`src/rtl/imm_encoder.sv`:
```
// imm_encoder: packs an I-type request into one instruction word, or into a
// lui/ori/R-type triple through the scratch register when the immediate is too wide.
`default_nettype none

module imm_encoder #(
  parameter logic [4:0] AT_REG = 5'd1
) (
  input  logic        clk,
  input  logic        rst_n,
  input  logic        in_valid,
  output logic        in_ready,
  input  logic [5:0]  in_op,
  input  logic [4:0]  in_rs,
  input  logic [4:0]  in_rt,
  input  logic [31:0] in_imm,
  output logic        out_valid,
  input  logic        out_ready,
  output logic [31:0] out_instr,
  output logic        out_last,
  output logic        out_err
);

  localparam logic [5:0] OP_ADDI  = 6'b001000;
  localparam logic [5:0] OP_ADDIU = 6'b001001;
  localparam logic [5:0] OP_SLTI  = 6'b001010;
  localparam logic [5:0] OP_ANDI  = 6'b001100;
  localparam logic [5:0] OP_ORI   = 6'b001101;
  localparam logic [5:0] OP_LUI   = 6'b001111;
  localparam logic [5:0] OP_LW    = 6'b100011;
  localparam logic [5:0] OP_SW    = 6'b101011;
  localparam logic [5:0] OP_BEQ   = 6'b000100;
  localparam logic [5:0] OP_BNE   = 6'b000101;

  localparam logic [5:0] FN_ADD  = 6'b100000;
  localparam logic [5:0] FN_ADDU = 6'b100001;
  localparam logic [5:0] FN_SLT  = 6'b101010;
  localparam logic [5:0] FN_AND  = 6'b100100;
  localparam logic [5:0] FN_OR   = 6'b100101;

  typedef enum logic [2:0] {
    S_IDLE   = 3'd0,
    S_SINGLE = 3'd1,
    S_LUI    = 3'd2,
    S_ORI    = 3'd3,
    S_RTYPE  = 3'd4,
    S_ERR    = 3'd5
  } state_t;

  state_t      state_q, state_d;
  logic [31:0] instr_q, instr_d;
  logic        last_q, last_d;
  logic [4:0]  rs_q, rs_d;
  logic [4:0]  rt_q, rt_d;
  logic [15:0] imm_lo_q, imm_lo_d;
  logic [5:0]  funct_q, funct_d;

  logic       signed_fit, unsigned_fit;
  logic       op_known, op_fit, op_expandable, at_clash;
  logic [5:0] op_funct;

  always_comb begin
    signed_fit    = (&in_imm[31:15]) || (~|in_imm[31:15]);
    unsigned_fit  = ~|in_imm[31:16];
    op_known      = 1'b1;
    op_fit        = signed_fit;
    op_expandable = 1'b0;
    op_funct      = 6'b000000;
    unique case (in_op)
      OP_ADDI:  begin op_expandable = 1'b1; op_funct = FN_ADD;  end
      OP_ADDIU: begin op_expandable = 1'b1; op_funct = FN_ADDU; end
      OP_SLTI:  begin op_expandable = 1'b1; op_funct = FN_SLT;  end
      OP_ANDI:  begin op_fit = unsigned_fit; op_expandable = 1'b1; op_funct = FN_AND; end
      OP_ORI:   begin op_fit = unsigned_fit; op_expandable = 1'b1; op_funct = FN_OR;  end
      OP_LW, OP_SW, OP_BEQ, OP_BNE: ;
      default:  op_known = 1'b0;
    endcase
    at_clash = (in_rs == AT_REG) || (in_rt == AT_REG);
  end

  always_comb begin
    state_d  = state_q;
    instr_d  = instr_q;
    last_d   = last_q;
    rs_d     = rs_q;
    rt_d     = rt_q;
    imm_lo_d = imm_lo_q;
    funct_d  = funct_q;
    unique case (state_q)
      S_IDLE: begin
        if (in_valid) begin
          rs_d     = in_rs;
          rt_d     = in_rt;
          imm_lo_d = in_imm[15:0];
          funct_d  = op_funct;
          if (op_known && op_fit) begin
            state_d = S_SINGLE;
            instr_d = {in_op, in_rs, in_rt, in_imm[15:0]};
            last_d  = 1'b1;
          end else if (op_known && op_expandable && !at_clash) begin
            state_d = S_LUI;
            instr_d = {OP_LUI, 5'b00000, AT_REG, in_imm[31:16]};
            last_d  = 1'b0;
          end else begin
            state_d = S_ERR;
          end
        end
      end
      S_LUI: begin
        if (out_ready) begin
          state_d = S_ORI;
          instr_d = {OP_ORI, AT_REG, AT_REG, imm_lo_q};
        end
      end
      S_ORI: begin
        if (out_ready) begin
          state_d = S_RTYPE;
          instr_d = {6'b000000, rs_q, AT_REG, rt_q, 5'b00000, funct_q};
          last_d  = 1'b1;
        end
      end
      S_SINGLE, S_RTYPE: begin
        if (out_ready) begin
          state_d = S_IDLE;
          instr_d = 32'h0;
          last_d  = 1'b0;
        end
      end
      S_ERR:   state_d = S_IDLE;
      default: begin
        state_d = S_IDLE;
        instr_d = 32'h0;
        last_d  = 1'b0;
      end
    endcase
  end

  always_ff @(posedge clk or negedge rst_n) begin
    if (!rst_n) begin
      state_q  <= S_IDLE;
      instr_q  <= 32'h0;
      last_q   <= 1'b0;
      rs_q     <= 5'h0;
      rt_q     <= 5'h0;
      imm_lo_q <= 16'h0;
      funct_q  <= 6'h0;
    end else begin
      state_q  <= state_d;
      instr_q  <= instr_d;
      last_q   <= last_d;
      rs_q     <= rs_d;
      rt_q     <= rt_d;
      imm_lo_q <= imm_lo_d;
      funct_q  <= funct_d;
    end
  end

  assign in_ready  = (state_q == S_IDLE);
  assign out_err   = (state_q == S_ERR);
  assign out_valid = (state_q == S_SINGLE) || (state_q == S_LUI) ||
                     (state_q == S_ORI)    || (state_q == S_RTYPE);
  assign out_instr = instr_q;
  assign out_last  = last_q;

endmodule

`default_nettype wire

```
`config.mk`:
```
export PLATFORM = sky130hd
export DESIGN_NAME = imm_encoder
export DESIGN_NICKNAME = d
export VERILOG_FILES = /design/src/rtl/imm_encoder.sv
export SDC_FILE = /design/constraint.sdc
export NUM_CORES = 1
export LEC_CHECK = 0
export BUFFER_PORTS_ARGS = -buffer_cell sky130_fd_sc_hd__buf_2
export CORE_ASPECT_RATIO = 2
export CORE_MARGIN = 10
export CORE_UTILIZATION = 29
export CTS_CLUSTER_DIAMETER = 120
export DETAILED_ROUTE_END_ITERATION = 10
export GPL_ROUTABILITY_DRIVEN = 0
export PLACE_DENSITY_LB_ADDON = 0.2
export SLEW_MARGIN = 10
export SYNTH_ARGS = -nofsm -noshare
export SYNTH_HDL_FRONTEND = slang
export SYNTH_SLANG_ARGS = --single-unit
```
`constraint.sdc`:
```
create_clock -name clk -period 3.9 [get_ports clk]
set_clock_uncertainty 0.1 [all_clocks]
set_input_delay 0.39 -clock clk [delete_from_list [all_inputs] [get_ports clk]]
set_output_delay 0.39 -clock clk [all_outputs]
set_load 0.05 [all_outputs]
```
==> Yosys cells after proc, flatten, opt, wreduce, memory -nomap -nowiden <==
Cells that the tools add are included.
Widths: inputs -> output; s select.
{ "classes": {"n_reduce_logical": 24, "shift": 0, "bitwise": 2, "n_mul": 0, "n_eq_ne": 21, "n_lt_le_gt_ge": 0, "muxes": 24, "n_addsub": 0, "div": 0} }
{ "op_table": {"columns": ["operator", "count"], "rows": [
  ["$mux 32", 6],
  ["$pmux 32 s5", 1],
  ["$eq 6x4->1 const B", 5],
  ["$pmux 6 s5", 1],
  ["$mux 3", 6],
  ["$reduce_and 17->1", 1],
  ["$reduce_or 17->1", 1],
  ["$reduce_or 16->1", 1],
  ["$eq 6x3->1 const B", 2],
  ["$eq 6x6->1 const B", 2],
  ["$pmux 3 s4", 1],
  ["$eq 5x1->1 const B", 2],
  ["$reduce_or 9->1", 1],
  ["$mux 1", 8],
  ["$ne 2x2->1 const B", 4],
  ["$eq 3x2->1 const B", 2],
  ["$eq 3x3->1 const B", 2],
  ["$reduce_and 6->1", 1],
  ["$reduce_or 2->1", 3],
  ["$logic_or 1x1->1", 5],
  ["$reduce_and 5->1", 1],
  ["$reduce_or 5->1", 1],
  ["$pmux 1 s4", 1],
  ["$reduce_and 4->1", 1],
  ["other kinds (7)", 12]
]} }
{ "word_totals": {"latchBits": 0, "mem_count": 0, "mem_bits_ro": 0, "inputBits": 52, "ff_bits": 68, "mem_bits_rw": 0, "output_inout_bits": 36} }

==> Logic depth before layout (Yosys ltp) <==
Gate-level depths: netlist of run 1.
{ "logic_depth": {"depth_word": 9, "depth_mapped": 8} }

==> Worst setup path after synthesis of run 1 <==
OpenSTA, ideal clock, no wires.
{ "synth_path": {"path_kind": "register to register", "start": "register state_q[2]", "end": "register instr_q[10] (netlist: out_instr[10])", "slack_ns": 0.691, "setup_time_ns": 0.126, "path_stages_with_launch": 7, "arrival_ns": 2.983, "period_less_slack_ns": 3.209, "path_cell_list": "dfrtp_1 -> clkbuf_1 -> nor3_1 -> nand2b_1 -> o21a_1 -> buf_2 -> a221o_1"} }
{ "synth_via": {"word_cells_on_any_way": 15, "cone_classes": "eq/ne (10); mux (1); bitwise (1); reduce/logical (3)"} }
{ "synth_lines": {"columns": ["element", "line_no", "source"], "rows": [
  ["start: declaration", "49", "state_t state_q, state_d;"],
  ["start signal: assignment", "147", "state_q <= state_d;"],
  ["$logic_not 3->1 *", null, null],
  ["named net in_ready", "11", "output logic in_ready,"],
  ["$ne 3x1->1 (no source line) or $ne 2x2->1 (tied branches)", null, null],
  ["$reduce_and 6->1 (no source line)", null, null],
  ["end signal: assignment", "148", "instr_q <= instr_d;"],
  ["end: declaration", "50", "logic [31:0] instr_q, instr_d;"]
]} }
The timed path passes the listed nets; every way through them passes the cells marked *.
A chain may end at the register's enable or synchronous reset.

==> Worst setup path after layout of run 1 <==
{ "layout_path": {"start": "register state_q[1]", "end": "register instr_q[6] (netlist: out_instr[6])"} }
{ "layout_via": {"elab_chain_len": 4, "word_cells_on_any_way": 15, "cone_classes": "eq/ne (10); mux (1); bitwise (1); reduce/logical (3)"} }
{ "layout_lines": {"columns": ["element", "line_no", "source"], "rows": [
  ["$eq 3x1->1 or $eq 3x3->1 (tied branches)", "88", "unique case (state_q)"],
  ["$reduce_or 2->1", "88", null],
  ["$ne 2x2->1 (no source line)", null, null],
  ["$reduce_and 6->1 (no source line)", null, null]
]} }
Several ways; a longest one is shown, not always the timed one.

==> out/results.ini, run 1 <==
[synthesis]
netlist_top_cells_area=dfrtp_1 50%, nand2_1 10%, a221o_1 5.4%, mux2_4 5.4%, mux2i_1 3.0%
yosys_warnings=0
syn_area_um2=3318
synth_seq_cells=66
syn-num-nets=387
synthTopCellsByCount=92 x nand2_1, 66 x dfrtp_1, 18 x a221o_1
ys_types=46
synth_cells=335
synth_top_cell_by_area=dfrtp_1
ys_seq_area_frac=0.4977
yosys.area.top_type_share=0.4977
yosys_most_used_dff=dfrtp_1
synthMostInstantiatedCell=nand2_1
async_reset_ff_frac=1.000
syn_avg_cell_area_um2=9.905
synth_edf_count=0

[route]
first_pass_iters=4
postRouteAntennaNets=0
post_drt_wl_per_cell_um=18.70
route.detailed.drc=0
vias_per_cell=4.972
vias=2834
first_iter_violations=101
wirelength_mm=10.66

[floorplanning]
die_h_um=171.3
fp.dieW_um=95.64
dieArea_um2=16380
num_rows=55
start_util=0.2940
core-area_um2=11290
pin_count=88

[global_routing]
grt.overflow.total=0
grt_util_all_layers=0.1352
grt_max_degree=32
grt_pass1_vias=3068
antenna_found_initial=0
grt_pass1_wl_mm=16.70

[finish]
nNetsFinal=476
diodes=0
drive_gt1_frac=0.3107
final_util=0.3752
finalNonFillerCells=570
syn_to_final_growth_pct=27.60
num-fill-cells=1189

[sta]
hold_viol=0
rsz0062_at_grt=false
drv_slew=0
worst_pin_slew_ns=0.8801
fin_crit_sh=0.6850
setup_viol=0
setup_tns_ns=0
relSlewSlack=0.4087
fmax_mhz=374.3
fin_worst_hold_slack_ns=0.1647
period_minus_slack_ns=2.672

[critical_path]
crit_fanout=16
crit_family=simple AND/OR/NAND/NOR gates
crit_chain=nor3_1 > nand2b_1 > o21a_1 > a221o_1
crit_slowest_cell=nor3_1
required_ns=4.01
crit_arrival_ns=2.78
crit_type=reg2reg
cp-start-kind=flip-flop
slowest_delay_ns=0.77
cp-end-kind=flip-flop
crit_buf_inv=0

[placement]
port-buffer-count=87
dp_hpwl_mm=8.017
dp.cells=554

[clock_tree]
cts-buffers-inserted=9
cts.clk_slew.worst_paths_ns=0.06
htreeDepth=3
clockBufferDepth=2
clock-sinks=66
cts_root_buf=clkbuf_16
cts_resized=0
ctsHoldBuffers=1
insertion_delay_ns=0.34
cts_tree=built
cts_setup_buffers=0

[min_path]
hold_path.class=in2reg

[outcome]
status=complete, no violations

[pwr]
power_uw=3283
power_density_nw_per_um2=775.5
p_leak_uw=0.002112
ir_drop_mv=0.3745

[flow_run]
cap_violations=0

## power breakdown
part	switching [uW]	internal, uW	leakage [uW]
combinational	945	408	0.00111
sequential	145	926	0.000853
clock	307	552	0.000151
total	1400	1890	0.00211
## state kept, by name, summed over array words and instances, names as in the netlist
signal,count
rt_q,5
state_q,3
out_last,1
funct_q,4
imm_lo_q,16
out_instr,32
rs_q,5
## cell families (layout without fill, tap and decap cells)
group,after synthesis,after routing,share of synthesized area
AOI/OAI and AO/OA,64,64,0.1493
xor gates and xnor gates,1,1,0.002640
buffers and inverters,29,122,0.03884
DFF,66,66,0.4977
muxes,27,27,0.1048
and+or+nand+nor,148,148,0.2066
## through the flow
| stage | area, um2 | worst slack (ns) |
|---|---|---|
| final | 4234 | 1.228 |
| after global routing | 4234 | 1.077 |
| after CTS | 4234 | 1.244 |
| after detailed placement | 3916 | 0.9063 |
| after global placement | 3916 | 0.9142 |
| after floorplan | 3318 | 0.6909 |
## cell type report
cell class                 count  area [um2]  share of cell area
inverter                      11       41.29            0.009752
sequential                    66        1652              0.3901
multi-input combinational    240        1538              0.3632
clock buffer                   9       225.2             0.05319
timing repair buffer          96       518.0              0.1223
tap                          142       177.7             0.04196
clock inverter                 6       82.58             0.01950
## placed cells by master (no fill, tap or decap), types with 6 or more instances in the layout
cell,count
buf_4,7
buf_2,87
inv_1,11
clkbuf_16,9
mux2i_1,10
dfrtp_1,66
nand2_1,92
a221o_1,18
nor4_1,7
o21ai_0,14
a21oi_1,6
nor2_1,16
mux2_4,12
and2_1,8
## final timing paths
| kind | from | to | slack (ns) | cells after the start |
|---|---|---|---|---|
| worst max register to register | state_q[1] | out_instr[6] | 1.23 | 4 |
| worst max-delay path | state_q[1] | out_instr[6] | 1.23 | 4 |
| max in group asynchronous | rst_n | imm_lo_q[3] | 2.54 | 3 |
| worst min-delay path | in_imm[9] | imm_lo_q[9] | 0.16 | 3 |
| min in group asynchronous | rst_n | out_instr[11] | 0.42 | 2 |
| worst min register to register | imm_lo_q[6] | imm_lo_q[6] | 0.37 | 2 |
## worst reg2reg max path, cell delays in order (launching register included)
cell	delay, ns
dfrtp_1	0.50
nor3_1	0.77
nand2b_1	0.30
o21a_1	0.49
a221o_1	0.39
## routing by layer
layer	routed length, um	share of wire	vias up	GRT usage
met3	637	0.060	17	0.03797
met5	0	0	-	0
met1	4264	0.40	1367	0.1476
li1	-	-	1370	-
met4	262	0.025	0	0.06641
met2	5494	0.52	80	0.2306
Note: power is estimated with default switching activity, not from simulation.
==> run 2, diff against run 1 <==
ABC_AREA = 1   (was default)
clock period = 2.4 ns   (was 3.9 ns; I/O delays follow)
==> run 2 against run 1 <==
  * Non-clock buffer count increased by 3
  * Count of clock-buffer cells in the layout is 3 higher
  * Combinational power is 110% higher
  * Sequential share of layout area decreased by 1.3 points
  * Total power rose by 79%
==> out/results.ini, run 2 <==
[floorplanning]
fp.dieW_um=97.16  ; was 95.64 um
pin_count=88  ; unchanged
die_h_um=174.3  ; was 171.3 um
dieArea_um2=16940  ; was 16380 um2
core-area_um2=11700  ; was 11290 um2
start_util=0.2951  ; was 0.2940
num_rows=56  ; was 55

[global_routing]
grt_pass1_wl_mm=19.24  ; was 16.70 mm
grt_util_all_layers=0.1412  ; was 0.1352
grt.overflow.total=0  ; unchanged
grt_max_degree=38  ; was 32
antenna_found_initial=0  ; unchanged
grt_pass1_vias=3658  ; was 3068

[sta]
fin_crit_sh=0.9327
setup_viol=0  ; unchanged
period_minus_slack_ns=2.238
fmax_mhz=446.8
relSlewSlack=0.4536  ; was 0.4087
worst_pin_slew_ns=0.8196  ; was 0.8801 ns
drv_slew=0  ; unchanged
setup_tns_ns=0  ; unchanged
hold_viol=0  ; unchanged
rsz0062_at_grt=false  ; unchanged

[finish]
final_util=0.3743  ; was 0.3752
diodes=0  ; unchanged
num-fill-cells=1253  ; was 1189
final_common_cell=nand2_1  ; unchanged
multi_input_area_um2=1541  ; was 1538 um2
drive_gt1_frac=0.2399  ; was 0.3107
seq_area_um2=1652  ; unchanged
largest_reg_flops=32  ; unchanged
mostFrequentLayoutCells=203 x nand2_1, 87 x buf_2, 66 x dfrtp_1  ; was 92 x nand2_1, 87 x buf_2, 66 x dfrtp_1
syn_to_final_growth_pct=26.81  ; was 27.60%
nNetsFinal=618  ; was 476

[synthesis]
syn_avg_cell_area_um2=7.240  ; was 9.905 um2
synth_edf_count=0  ; unchanged
netlist_top_cells_area=dfrtp_1 48%, nand2_1 22%, nand3_1 5.5%, nor2_1 3.8%, inv_1 3.5%  ; was dfrtp_1 50%, nand2_1 10%, a221o_1 5.4%, mux2_4 5.4%, mux2i_1 3.0%
synth_seq_cells=66  ; unchanged
synthTopCellsByCount=203 x nand2_1, 66 x dfrtp_1, 38 x nand3_1  ; was 92 x nand2_1, 66 x dfrtp_1, 18 x a221o_1
synth_cells=477  ; was 335
yosys_warnings=0  ; unchanged
ys_types=29  ; was 46
synthMostInstantiatedCell=nand2_1  ; unchanged
syn-num-nets=529  ; was 387
synth_top_cell_by_area=dfrtp_1  ; unchanged
async_reset_ff_frac=1.000  ; unchanged
syn_area_um2=3453  ; was 3318 um2
ys_seq_area_frac=0.4783  ; was 0.4977
yosys_most_used_dff=dfrtp_1  ; unchanged
yosys.area.top_type_share=0.4783  ; was 0.4977

[min_path]
hold_path.class=in2reg  ; unchanged

[critical_path]
crit_fanout=37  ; was 16
required_ns=2.06  ; was 4.01 ns
cp-start-kind=flip-flop  ; unchanged
crit_type=reg2out  ; was reg2reg
crit_arrival_ns=1.90  ; was 2.78 ns
cp-end-kind=output port  ; was flip-flop

[route]
first_pass_iters=5  ; was 4
wirelength_mm=11.87  ; was 10.66 mm
route.detailed.drc=0  ; unchanged
first_iter_violations=191  ; was 101
postRouteAntennaNets=0  ; unchanged
vias=3422  ; was 2834
post_drt_wl_per_cell_um=16.57  ; was 18.70 um
vias_per_cell=4.779  ; was 4.972

[clock_tree]
clockBufferDepth=2  ; unchanged
cts.clk_slew.worst_paths_ns=0.06  ; about the same
cts_root_buf=clkbuf_16  ; unchanged
insertion_delay_ns=0.33  ; was 0.34 ns
htreeDepth=3  ; unchanged
cts_tree=built  ; unchanged
clock-sinks=66  ; unchanged
cts_setup_buffers=0  ; unchanged
cts-buffers-inserted=9  ; unchanged

[pwr]
pwr-share-comb=0.471  ; was 0.412
p_clk_frac=0.231  ; was 0.262
p_int_uw=3086  ; was 1886 uW
p_leak_uw=0.002360  ; was 0.002112 uW
power_density_nw_per_um2=1343  ; was 775.5 nW/um2
ir_drop_mv=0.8303  ; was 0.3745 mV
p_seq_frac=0.298  ; was 0.326
p_switching_uw=2797  ; was 1397 uW
swShare=0.4754  ; was 0.4256

[outcome]
status=complete, no violations  ; unchanged

[flow_run]
cap_violations=0  ; unchanged

[placement]
port-buffer-count=87  ; unchanged
dp_hpwl_mm=8.932  ; was 8.017 mm

-- run 2: cell count changes after synthesis, moves of 10 or more --
cell / delta
nand2_1: +111
nand3_1: +36
inv_1: +21
nor2_1: +19
a221o_1: -18
o21ai_1: +15
nand4_1: +13
mux2_4: -12
inv_2: +10
mux2i_1: -10
-- run 2: area by class of cell --
type / instances / share of cell area
Clock inverter: 4 / 0.01143
Clock buffer: 12 / 0.05857
Multi-Input combinational cell: 348 / 0.3520
Sequential cell: 66 / 0.3771
Inverter: 42 / 0.03600
Timing Repair Buffer: 99 / 0.1234
Tap cell: 145 / 0.04143
-- run 2: power by group through the flow --
stage | clock network, uW | registers (uW) | logic (uW)
floorplan | 0 | 2220 | 1570
global placement | 0 | 1760 | 2760
detailed placement | 0 | 1780 | 2810
CTS | 1390 | 1760 | 2820
global route | 1430 | 1800 | 3070
finish | 1360 | 1750 | 2770
-- run 2: worst max-delay path: stages, from the launching register on --
cell,delay [ns]
dfrtp_1,0.41
inv_2,0.10
nand2_2,0.12
nor2_2,0.20
buf_4,0.38
buf_2,0.34
-- run 2: kinds of logic (layout without fill, tap and decap cells) --
group	count (synthesis)	in the layout	synth area share
DFF	66	66	0.4783
and+or+nand+nor	308	308	0.3761
AOI/OAI and AO/OA	40	40	0.06811
buffers and inverters	63	157	0.07754
-- run 2: routing by layer --
layer / wire (um) / track usage / vias to the layer above
li1: - / - / 1695
met1: 4553 / 0.1462 / 1615
met2: 6481 / 0.2646 / 98
met3: 535 / 0.02621 / 14
met4: 296 / 0.06304 / 0
met5: 0 / 0 / -
-- run 2: path summary, 6_finish.rpt --
| kind | startpoint | end | slack [ns] | cells past startpoint |
|---|---|---|---|---|
| setup / recovery | state_q[2] | in_ready | 0.16 | 5 |
| setup reg to reg | state_q[2] | out_instr[26] | 0.24 | 11 |
| hold / removal | in_imm[9] | imm_lo_q[9] | 0.04 | 3 |
| min in group asynchronous | rst_n | out_instr[28] | 0.44 | 2 |
| hold reg to reg | out_instr[6] | out_instr[6] | 0.37 | 2 |
| max in group asynchronous | rst_n | out_instr[30] | 1.12 | 3 |
-- run 2: through the flow --
| stage | total power, uW | instances | worst slack, ns | cell area (um2) | hold WS [ns] |
|---|---|---|---|---|---|
| floorplan | 3797 | 477 | 0.3475 | 3458 | -0.1556 |
| CTS | 5975 | 716 | 0.1626 | 4379 | 0.02629 |
| global placement | 4523 | 699 | 0.2796 | 4063 | 0.2809 |
| finish | 5883 | 716 | 0.1616 | 4379 | 0.03870 |
| global route | 6301 | 716 | 0.06584 | 4379 | 0.04232 |
| detailed placement | 4587 | 699 | 0.2355 | 4063 | 0.2863 |
-- run 2: repair_timing --
| action | CTS | global route |
|---|---|---|
| gates resized for setup | 0 | 0 |
| hold buffers | 1 | 0 |
| endpoints found under the hold margin | 31 | 0 |
==> run 3, diff against run 2 <==
==> constraint.sdc (replaced) <==
create_clock -name clk -period 2.4 [get_ports clk]
set_clock_uncertainty 0.1 [all_clocks]
set_input_delay 0.48 -clock clk [delete_from_list [all_inputs] [get_ports clk]]
set_output_delay 0.48 -clock clk [all_outputs]
set_load 0.05 [all_outputs]
==> run 3 against run 2 <==
  * Design area up 0.77%
  * Flip-flop and latch count unchanged
  * Largest cell class unchanged
  * Clock power is 4% higher
  * Count of clock-buffer cells in the layout down 2
==> out/results.ini, run 3 (synthesis results as in run 2) <==
[finish]
largest_reg_flops=32  ; unchanged
multi_input_area_um2=1546  ; was 1541 um2
syn_to_final_growth_pct=27.79  ; was 26.81%
num-fill-cells=1261  ; was 1253
final_common_cell=nand2_1  ; unchanged
diodes=0  ; unchanged
nNetsFinal=619  ; was 618
seq_area_um2=1652  ; unchanged
finalNonFillerCells=716  ; unchanged
drive_gt1_frac=0.2434  ; was 0.2399
mostFrequentLayoutCells=203 x nand2_1, 87 x buf_2, 66 x dfrtp_1  ; unchanged

[critical_path]
cp-start-kind=flip-flop  ; unchanged
cp-end-kind=output port  ; unchanged
r2r_cells=12  ; was 11
crit_fanout=37  ; unchanged
required_ns=1.82  ; was 2.06 ns
r2r_end=out_instr[13]  ; was out_instr[26]
timing.rr.start=state_q[0]  ; was state_q[2]
setup.worst_path.start=state_q[0]  ; was state_q[2]
r2r_setup_slack_ns=0.32  ; was 0.24 ns
crit_type=reg2out  ; unchanged
cp-endpoint=in_ready  ; unchanged
crit_arrival_ns=1.70  ; was 1.90 ns
slowest_delay_ns=0.38  ; was 0.41 ns
crit_chain=inv_2 > nand2_2 > nor2_4 > buf_12 > buf_2  ; was inv_2 > nand2_2 > nor2_2 > buf_4 > buf_2
crit_slowest_cell=dfrtp_1  ; unchanged

[global_routing]
grt_pass1_wl_mm=18.83  ; was 19.24 mm
antenna_found_initial=0  ; unchanged
grt_pass1_vias=3692  ; was 3658
grt_max_degree=67  ; was 38
grt.overflow.total=0  ; unchanged
grt_util_all_layers=0.1392  ; was 0.1412

[placement]
dp.cells=701  ; was 699
port-buffer-count=87  ; unchanged
dp_hpwl_mm=8.818  ; was 8.932 mm

[pwr]
pwr-share-comb=0.474  ; was 0.471
p_leak_uw=0.002384  ; was 0.002360 uW
ir_drop_mv=0.7800  ; was 0.8303 mV
swShare=0.4631  ; was 0.4754
power_density_nw_per_um2=1367  ; was 1343 nW/um2
p_clk_frac=0.235  ; was 0.231
power_uw=6034  ; was 5883 uW
p_int_uw=3240  ; was 3086 uW
p_switching_uw=2794  ; was 2797 uW
p_seq_frac=0.291  ; was 0.298

[outcome]
status=complete, no violations  ; unchanged

[flow_run]
cap_violations=0  ; unchanged

[sta]
relSlewSlack=0.6530  ; was 0.4536
period_minus_slack_ns=2.283  ; was 2.238 ns
fin_crit_sh=0.9513  ; was 0.9327
worst_pin_slew_ns=0.5197  ; was 0.8196 ns
hold_viol=0  ; unchanged
fmax_mhz=438.0  ; was 446.8 MHz
rsz0062_at_grt=false  ; unchanged
drv_slew=0  ; unchanged
setup_viol=0  ; unchanged
setup_tns_ns=0  ; unchanged

[clock_tree]
cts_root_buf=clkbuf_16  ; unchanged
cts_setup_buffers=0  ; unchanged
cts.clk_slew.worst_paths_ns=0.06  ; about the same
htreeDepth=3  ; unchanged
clockBufferDepth=2  ; unchanged
insertion_delay_ns=0.33  ; about the same
cts-buffers-inserted=9  ; unchanged
clock-sinks=66  ; unchanged
cts_tree=built  ; unchanged

[route]
route.detailed.drc=0  ; unchanged
wirelength_mm=11.67  ; was 11.87 mm
first_pass_iters=4  ; was 5
post_drt_wl_per_cell_um=16.29  ; was 16.57 um
postRouteAntennaNets=0  ; unchanged
vias_per_cell=4.760  ; was 4.779
vias=3408  ; was 3422
first_iter_violations=139  ; was 191

[floorplanning]
start_util=0.2951  ; unchanged
core-area_um2=11700  ; unchanged
pin_count=88  ; unchanged
die_h_um=174.3  ; unchanged
fp.dieW_um=97.16  ; unchanged
num_rows=56  ; unchanged
dieArea_um2=16940  ; unchanged

[min_path]
hold_path.class=in2async  ; was in2reg

run 3: routing by layer:
layer,share of wire,vias up,routed length [um],GRT usage
met3,0.044,24,509,0.03018
met5,0,-,0,0
li1,-,1695,-,-
met2,0.55,96,6414,0.2553
met1,0.37,1593,4358,0.1392
met4,0.033,0,384,0.08096
run 3: critical path, delay by kind of cell (launching register included):
family,cells,cell delay [ns]
and+or+nand+nor,2,0.35
buffers and inverters,3,0.62
DFF,1,0.38
run 3: worst min-delay path by stage:
| stage | end | start | cells past startpoint | slack, ns |
|---|---|---|---|---|
| finish | imm_lo_q[0] | rst_n | 2 | 0.06 |
| global route | imm_lo_q[0] | rst_n | 2 | 0.08 |
| CTS | funct_q[0] | rst_n | 2 | 0.08 |
| detailed placement | rs_q[3] | rs_q[3] | 2 | 0.36 |
| global placement | imm_lo_q[8] | imm_lo_q[8] | 2 | 0.35 |
| floorplan | funct_q[0] | rst_n | 0 | 0.08 |
run 3: power groups by stage:
| stage | sequential (uW) | clock [uW] | combinational, uW |
|---|---|---|---|
| 2_1_floorplan | 2220 | 0 | 1570 |
| 6_report | 1750 | 1420 | 2860 |
| 3_5_place_dp | 1770 | 0 | 2900 |
| 5_1_grt | 1800 | 1500 | 3180 |
| 3_3_place_gp | 1760 | 0 | 2880 |
| 4_1_cts | 1750 | 1450 | 2910 |
run 3: cell type report:
| class | count | area share |
|---|---|---|
| inverters | 42 | 0.03572 |
| well taps | 145 | 0.04111 |
| clock inverters | 5 | 0.01786 |
| repair buffers | 100 | 0.1265 |
| flip-flops and latches | 66 | 0.3743 |
| clock buffers | 10 | 0.05415 |
| multi-input cells | 348 | 0.3504 |
run 3: timing repair:
action                     CTS  global route
resized for setup            0             1
hold buffers                 0             0
setup endpoints to repair    0             1
run 3: stage by stage:
stage                     hold WS, ns  cell area [um2]  utilization  worst slack [ns]
after floorplan               0.08441             3458            -            0.2714
after global placement         0.3541             4090       0.3496            0.1591
after detailed placement       0.3589             4090       0.3496            0.1453
after CTS                     0.07541             4408       0.3767           0.02060
after global routing          0.07716             4413       0.3771           0.03488
final                         0.05512             4413       0.3771            0.1168
